## config.mk

```make
export PLATFORM = sky130hd
export DESIGN_NAME = interrupt_sequencer
export DESIGN_NICKNAME = d
export VERILOG_FILES = /design/src/rtl/cpu_pkg.sv /design/src/rtl/interrupt_sequencer.sv
export SDC_FILE = /design/constraint.sdc
export NUM_CORES = 1
export LEC_CHECK = 0
export ABC_AREA = 1
export CAP_MARGIN = 20
export CORE_ASPECT_RATIO = 0.8
export CORE_MARGIN = 2
export CORE_UTILIZATION = 40
export DETAILED_ROUTE_END_ITERATION = 7
export PLACE_DENSITY = 0.69
export SYNTH_ARGS = -nofsm -noshare
export SYNTH_HDL_FRONTEND = slang
export SYNTH_SLANG_ARGS = --single-unit
```

## constraint.sdc

```tcl
create_clock -name clk -period 2.26 [get_ports clk]
set_input_delay 0.565 -clock clk [delete_from_list [all_inputs] [get_ports clk]]
set_output_delay 0.565 -clock clk [all_outputs]
set_load 0.02 [all_outputs]
```

## src/rtl/cpu_pkg.sv

```systemverilog
// Shared CPU definitions for the interrupt entry sequencer: state and source
// encodings, default vectors, status-register bit positions and helpers.
package cpu_pkg;

    typedef enum logic [2:0] {
        SEQ_IDLE   = 3'd0,
        SEQ_DUMMY  = 3'd1,
        SEQ_PUSH_H = 3'd2,
        SEQ_PUSH_L = 3'd3,
        SEQ_PUSH_P = 3'd4,
        SEQ_VEC_LO = 3'd5,
        SEQ_VEC_HI = 3'd6,
        SEQ_DONE   = 3'd7
    } seq_state_e;

    typedef enum logic [1:0] {
        SRC_RESET = 2'd0,
        SRC_NMI   = 2'd1,
        SRC_IRQ   = 2'd2,
        SRC_BRK   = 2'd3
    } src_e;

    localparam logic [7:0]  DEF_STACK_PAGE   = 8'h01;
    localparam logic [15:0] DEF_NMI_VECTOR   = 16'hFFFA;
    localparam logic [15:0] DEF_RESET_VECTOR = 16'hFFFC;
    localparam logic [15:0] DEF_IRQ_VECTOR   = 16'hFFFE;

    localparam int PSR_I      = 2;
    localparam int PSR_B      = 4;
    localparam int PSR_UNUSED = 5;

    // Entry source priority: reset > NMI > IRQ; nothing pending means software BRK.
    function automatic src_e select_source(input logic rst, input logic nmi, input logic irq);
        if (rst)
            return SRC_RESET;
        else if (nmi)
            return SRC_NMI;
        else if (irq)
            return SRC_IRQ;
        else
            return SRC_BRK;
    endfunction

    // Stacked status: unused bit always set, B set only for a software break.
    function automatic logic [7:0] push_status(input logic [7:0] psr, input src_e src);
        logic [7:0] value;
        value             = psr;
        value[PSR_UNUSED] = 1'b1;
        value[PSR_B]      = (src == SRC_BRK);
        return value;
    endfunction

endpackage

```

## src/rtl/interrupt_sequencer.sv

```systemverilog
// 6502 BRK/interrupt entry sequencer: pushes PC and status, fetches the vector.
// Optional macro INTERRUPT_SEQUENCER_NMI_HIJACK_EN lets a late NMI steal an IRQ/BRK vector.
module interrupt_sequencer
    import cpu_pkg::*;
#(
    parameter logic [7:0]  STACK_PAGE   = DEF_STACK_PAGE,
    parameter logic [15:0] NMI_VECTOR   = DEF_NMI_VECTOR,
    parameter logic [15:0] RESET_VECTOR = DEF_RESET_VECTOR,
    parameter logic [15:0] IRQ_VECTOR   = DEF_IRQ_VECTOR
) (
    input  logic        clk,
    input  logic        nrst,
    input  logic        enableFFs,
    input  logic        start,
    input  logic        resetRunning,
    input  logic        nmiRunning,
    input  logic        irqRunning,
    input  logic [15:0] retPc,
    input  logic [7:0]  psrIn,
    input  logic [7:0]  spIn,
    input  logic [7:0]  dataIn,
    output logic [15:0] address,
    output logic [7:0]  dataOut,
    output logic        writeEnable,
    output logic        busy,
    output logic        done,
    output logic [15:0] pcNext,
    output logic [7:0]  spNext,
    output logic        setIFlag
);

    localparam logic [2:0] ST_IDLE   = SEQ_IDLE;
    localparam logic [2:0] ST_DUMMY  = SEQ_DUMMY;
    localparam logic [2:0] ST_PUSH_H = SEQ_PUSH_H;
    localparam logic [2:0] ST_PUSH_L = SEQ_PUSH_L;
    localparam logic [2:0] ST_PUSH_P = SEQ_PUSH_P;
    localparam logic [2:0] ST_VEC_LO = SEQ_VEC_LO;
    localparam logic [2:0] ST_VEC_HI = SEQ_VEC_HI;
    localparam logic [2:0] ST_DONE   = SEQ_DONE;

    logic [2:0]  state_reg;
    src_e        src_reg;
    logic [7:0]  sp_copy_reg;
    logic [15:0] ret_pc_reg;
    logic [15:0] vec_reg;
    logic [15:0] pc_next_reg;
    logic [7:0]  sp_next_reg;
    logic [15:0] ret_addr;
    src_e        start_src;

    function automatic logic [15:0] vector_for(input src_e src);
        case (src)
            SRC_RESET: return RESET_VECTOR;
            SRC_NMI:   return NMI_VECTOR;
            default:   return IRQ_VECTOR;
        endcase
    endfunction

    assign start_src = select_source(resetRunning, nmiRunning, irqRunning);

    // BRK returns past its padding byte; hardware entries resume at the fetched opcode.
    assign ret_addr = (src_reg == SRC_BRK) ? ret_pc_reg + 16'd1 : ret_pc_reg;

    always_ff @(posedge clk or negedge nrst) begin
        if (!nrst) begin
            state_reg   <= ST_IDLE;
            src_reg     <= SRC_RESET;
            sp_copy_reg <= 8'h00;
            ret_pc_reg  <= 16'h0000;
            vec_reg     <= 16'h0000;
            pc_next_reg <= 16'h0000;
            sp_next_reg <= 8'h00;
        end else if (enableFFs) begin
            case (state_reg)
                ST_IDLE: begin
                    if (start) begin
                        src_reg     <= start_src;
                        sp_copy_reg <= spIn;
                        ret_pc_reg  <= retPc;
                        vec_reg     <= vector_for(start_src);
                        state_reg   <= ST_DUMMY;
                    end
                end
                ST_DUMMY:  state_reg <= ST_PUSH_H;
                ST_PUSH_H: begin
                    sp_copy_reg <= sp_copy_reg - 8'd1;
                    state_reg   <= ST_PUSH_L;
                end
                ST_PUSH_L: begin
                    sp_copy_reg <= sp_copy_reg - 8'd1;
                    state_reg   <= ST_PUSH_P;
                end
                ST_PUSH_P: begin
                    sp_copy_reg <= sp_copy_reg - 8'd1;
                    state_reg   <= ST_VEC_LO;
                end
                ST_VEC_LO: begin
                    pc_next_reg[7:0] <= dataIn;
                    state_reg        <= ST_VEC_HI;
                end
                ST_VEC_HI: begin
                    pc_next_reg[15:8] <= dataIn;
                    sp_next_reg       <= sp_copy_reg;
                    state_reg         <= ST_DONE;
                end
                default:   state_reg <= ST_IDLE;
            endcase
`ifdef INTERRUPT_SEQUENCER_NMI_HIJACK_EN
            // An NMI arriving before the vector fetch redirects an IRQ/BRK entry.
            if (nmiRunning && (src_reg == SRC_IRQ || src_reg == SRC_BRK) &&
                (state_reg inside {ST_DUMMY, ST_PUSH_H, ST_PUSH_L, ST_PUSH_P}))
                vec_reg <= NMI_VECTOR;
`endif
        end
    end

    always_comb begin
        address     = 16'h0000;
        dataOut     = 8'h00;
        writeEnable = 1'b0;
        busy        = (state_reg != ST_IDLE);
        done        = (state_reg == ST_DONE);
        setIFlag    = (state_reg == ST_DONE);
        case (state_reg)
            ST_DUMMY: address = ret_pc_reg;
            ST_PUSH_H: begin
                address     = {STACK_PAGE, sp_copy_reg};
                dataOut     = ret_addr[15:8];
                writeEnable = (src_reg != SRC_RESET);
            end
            ST_PUSH_L: begin
                address     = {STACK_PAGE, sp_copy_reg};
                dataOut     = ret_addr[7:0];
                writeEnable = (src_reg != SRC_RESET);
            end
            ST_PUSH_P: begin
                address     = {STACK_PAGE, sp_copy_reg};
                dataOut     = push_status(psrIn, src_reg);
                writeEnable = (src_reg != SRC_RESET);
            end
            ST_VEC_LO: address = vec_reg;
            ST_VEC_HI: address = vec_reg + 16'd1;
            default: ;
        endcase
    end

    assign pcNext = pc_next_reg;
    assign spNext = sp_next_reg;

endmodule

```

==> impl_metrics.ini <==
[yosys]
synth_seq_cells = 56
synth_most_common_cell = nand2_1
netlist_instances = 422
yosysWarningCount = 0
synth.avg_cell_area_um2 = 7.41
yosys-top-cells-count = 122 x nand2_1, 66 x o21ai_0, 56 x dfrtp_1, 51 x inv_1, 37 x nor2_1
synth_top_area_share_pct = 44.8
synth_area_leader_cell = dfrtp_1
synth_ff_type = dfrtp_1
async_flop_share_pct = 100
syn_nets = 471
ys_seq_area_share_pct = 44.8
synth.cell_area_um2 = 3130
synth.distinct_cells = 33
yosys-top-cells-area = dfrtp_1 45%, nand2_1 15%, o21ai_0 11%
synth_edf_count = 0

[global_routing]
grt_pass1_wl_um = 14700
grt_pass1_vias = 2982
globalRouteTotalUtil_pct = 21.8
antenna_found_initial = 0
overflow = 0
grt_max_degree = 57

[timing]
finalCritPeriodShare_pct = 101
post-route-min-period_ns = 2.28
holdWs_ns = 0.245
rsz0062_at_grt = yes
slew_headroom_pct = 79.9
finalSetupViolCount = 3
max_freq_mhz = 439
final.setup_skew_ns = 0.0112
worst_slack_ns = -0.0164
timing_hold_violations_final = 0
tightest_slew_ns = 0.301
slew_violations = 0

[finish]
stdcell_count = 674
syn2layout_area_growth_pct = 53.7
nFillCells = 688
final_util_pct = 64.1
n_antenna_cell = 0
final_nets = 618
layout-drive-gt1-share_pct = 24.1

[place]
place_inst = 661
numPortBuffers = 96
post-place-ws_ns = -0.243
dp_hpwl_um = 7290
gp_congestion = 0.864

[floorplanning]
start_util_pct = 41.7
core_region_area_um2 = 7500
boundaryPins = 99
rows = 28
die-area_um2 = 8540
dieHeight_um = 83.1
die-width_um = 103

[clock_tree]
ctsHtreeMaxLevel = 2
clk_path_buf_depth = 2
cts_tree = yes
numCtsBuffers = 5
root_buffer = clkbuf_8
clock-sinks = 56
insertion_delay_ns = 0.31
clk_pin_slew_ns = 0.10

[drt]
drt_pass1_iterations = 5
vias = 3340
drt-total-wl_um = 9560
vias_per_cell = 4.96
drt_iter0_markers = 226
wl_per_cell_um = 14.2
drc = 0
antenna_left = 0

[setup_path]
start_kind = register
path_buf_inv = 2
critPathKind = register to output port
slowest_delay_ns = 0.38
slowest_stage = dfrtp_1
end_kind = output port
worstPathRequired_ns = 1.69
crit_chain = ha_2 > nand3_2 > nor2_4 > nand2_2 > nand2_2 > nand3_2 > nand2_1 > inv_1 > nand2_2 > buf_6
crit_top_cell = nand2_2
crit_family = simple AND/OR/NAND/NOR gates
worstPathMaxFanout = 4
arrival_ns = 1.71

[power_and_ir_drop]
p_comb_share_pct = 67.4
p_per_area_nw_per_um2 = 1520
p_leak_uw = 0.00229
p_switching_uw = 3490
vdd_drop_max_uv = 967
seqPwrFrac_pct = 25.3
p_int_uw = 3830
swShare_pct = 47.7
p_clk_share_pct = 7.3

[outcome]
status = complete, but fails checks
failed_checks = negative setup slack

[flow_run]
drv_cap = 0

[worst_hold_path]
hold_path_class = input pin to asynchronous set/reset pin
-- cell type report --
class	instances	area [µm²]	area share, %
clock buffer	6	72.6	1.51
clock inverter	1	8.76	0.182
inverter	55	214	4.45
multi-input combinational	298	1610	33.5
sequential	56	1410	29.2
tap	105	131	2.73
timing repair buffer	153	1360	28.4
-- layer usage --
metal  up-vias  track usage [%]  wire [µm]
met5         -                0          0
met4         0             3.83         49
met3         4             3.11        571
met2       104             33.2       4440
met1      1574             33.2       4500
li1       1658                -          -
-- timing repair --
action,CTS,global route
gates cloned,0,1
hold buffers,0,0
endpoints found under the setup margin,28,25
buffers inserted,0,5
hold endpoints to repair,0,0
pin swaps,1,11
resized for setup,120,80
-- power by group through the flow --
stage	registers (µW)	logic (µW)	clock network, µW
floorplan	2020	2170	0
global placement	1820	4550	0
detailed placement	1840	4610	0
CTS	1830	4410	550
global route	1910	5340	595
finish	1850	4930	537
-- logic make-up (layout without fill, tap and decap cells) --
logic type / after synthesis / in the layout / synth area share (%)
xor+xnor: 4 / 4 / 1.12
compound gates: 92 / 92 / 16.2
simple gates: 200 / 200 / 27.2
flops: 56 / 56 / 44.8
fa+ha+maj: 2 / 2 / 0.800
buf+inv: 68 / 215 / 9.80
-- stage by stage --
step	area, µm²	power (µW)	TNS [ns]
3_5_place_dp	4540	6450	-2.94
3_3_place_gp	4540	6370	-2.37
4_1_cts	4570	6790	-0.393
5_1_grt	4810	7840	-1.09
2_1_floorplan	3130	4180	0
6_report	4810	7320	-0.0346
-- placed cells by master, fill, tap and decap left out, drive strengths merged, types with 2 or more instances in the layout --
cell	netlist	layout
a21oi	5	5
buf	10	82
clkbuf	3	7
clkdlybuf4s50	0	67
dfrtp	56	56
dlygate4sd2	0	3
ha	2	2
inv	55	56
nand2	124	124
nand3	29	29
nand4	6	6
nor2	40	40
o211ai	6	6
o21ai	70	70
o221ai	4	4
xor2	4	4
-- worst paths after layout --
check / slack [ns] / endpoint / start / depth (start not counted)
worst max-delay path: -0.02 / dataOut[6] / ret_pc_reg[1] / 10
worst min-delay path: 0.24 / spNext[2] / nrst / 2
worst max register to register: 0.58 / sp_copy_reg[4] / state_reg[1] / 10
worst min register to register: 0.49 / spNext[3] / spNext[3] / 2
max in group asynchronous: 1.76 / state_reg[1] / nrst / 2
min in group clk: 0.49 / spNext[3] / spNext[3] / 2
(Power assumes the default switching activity.)
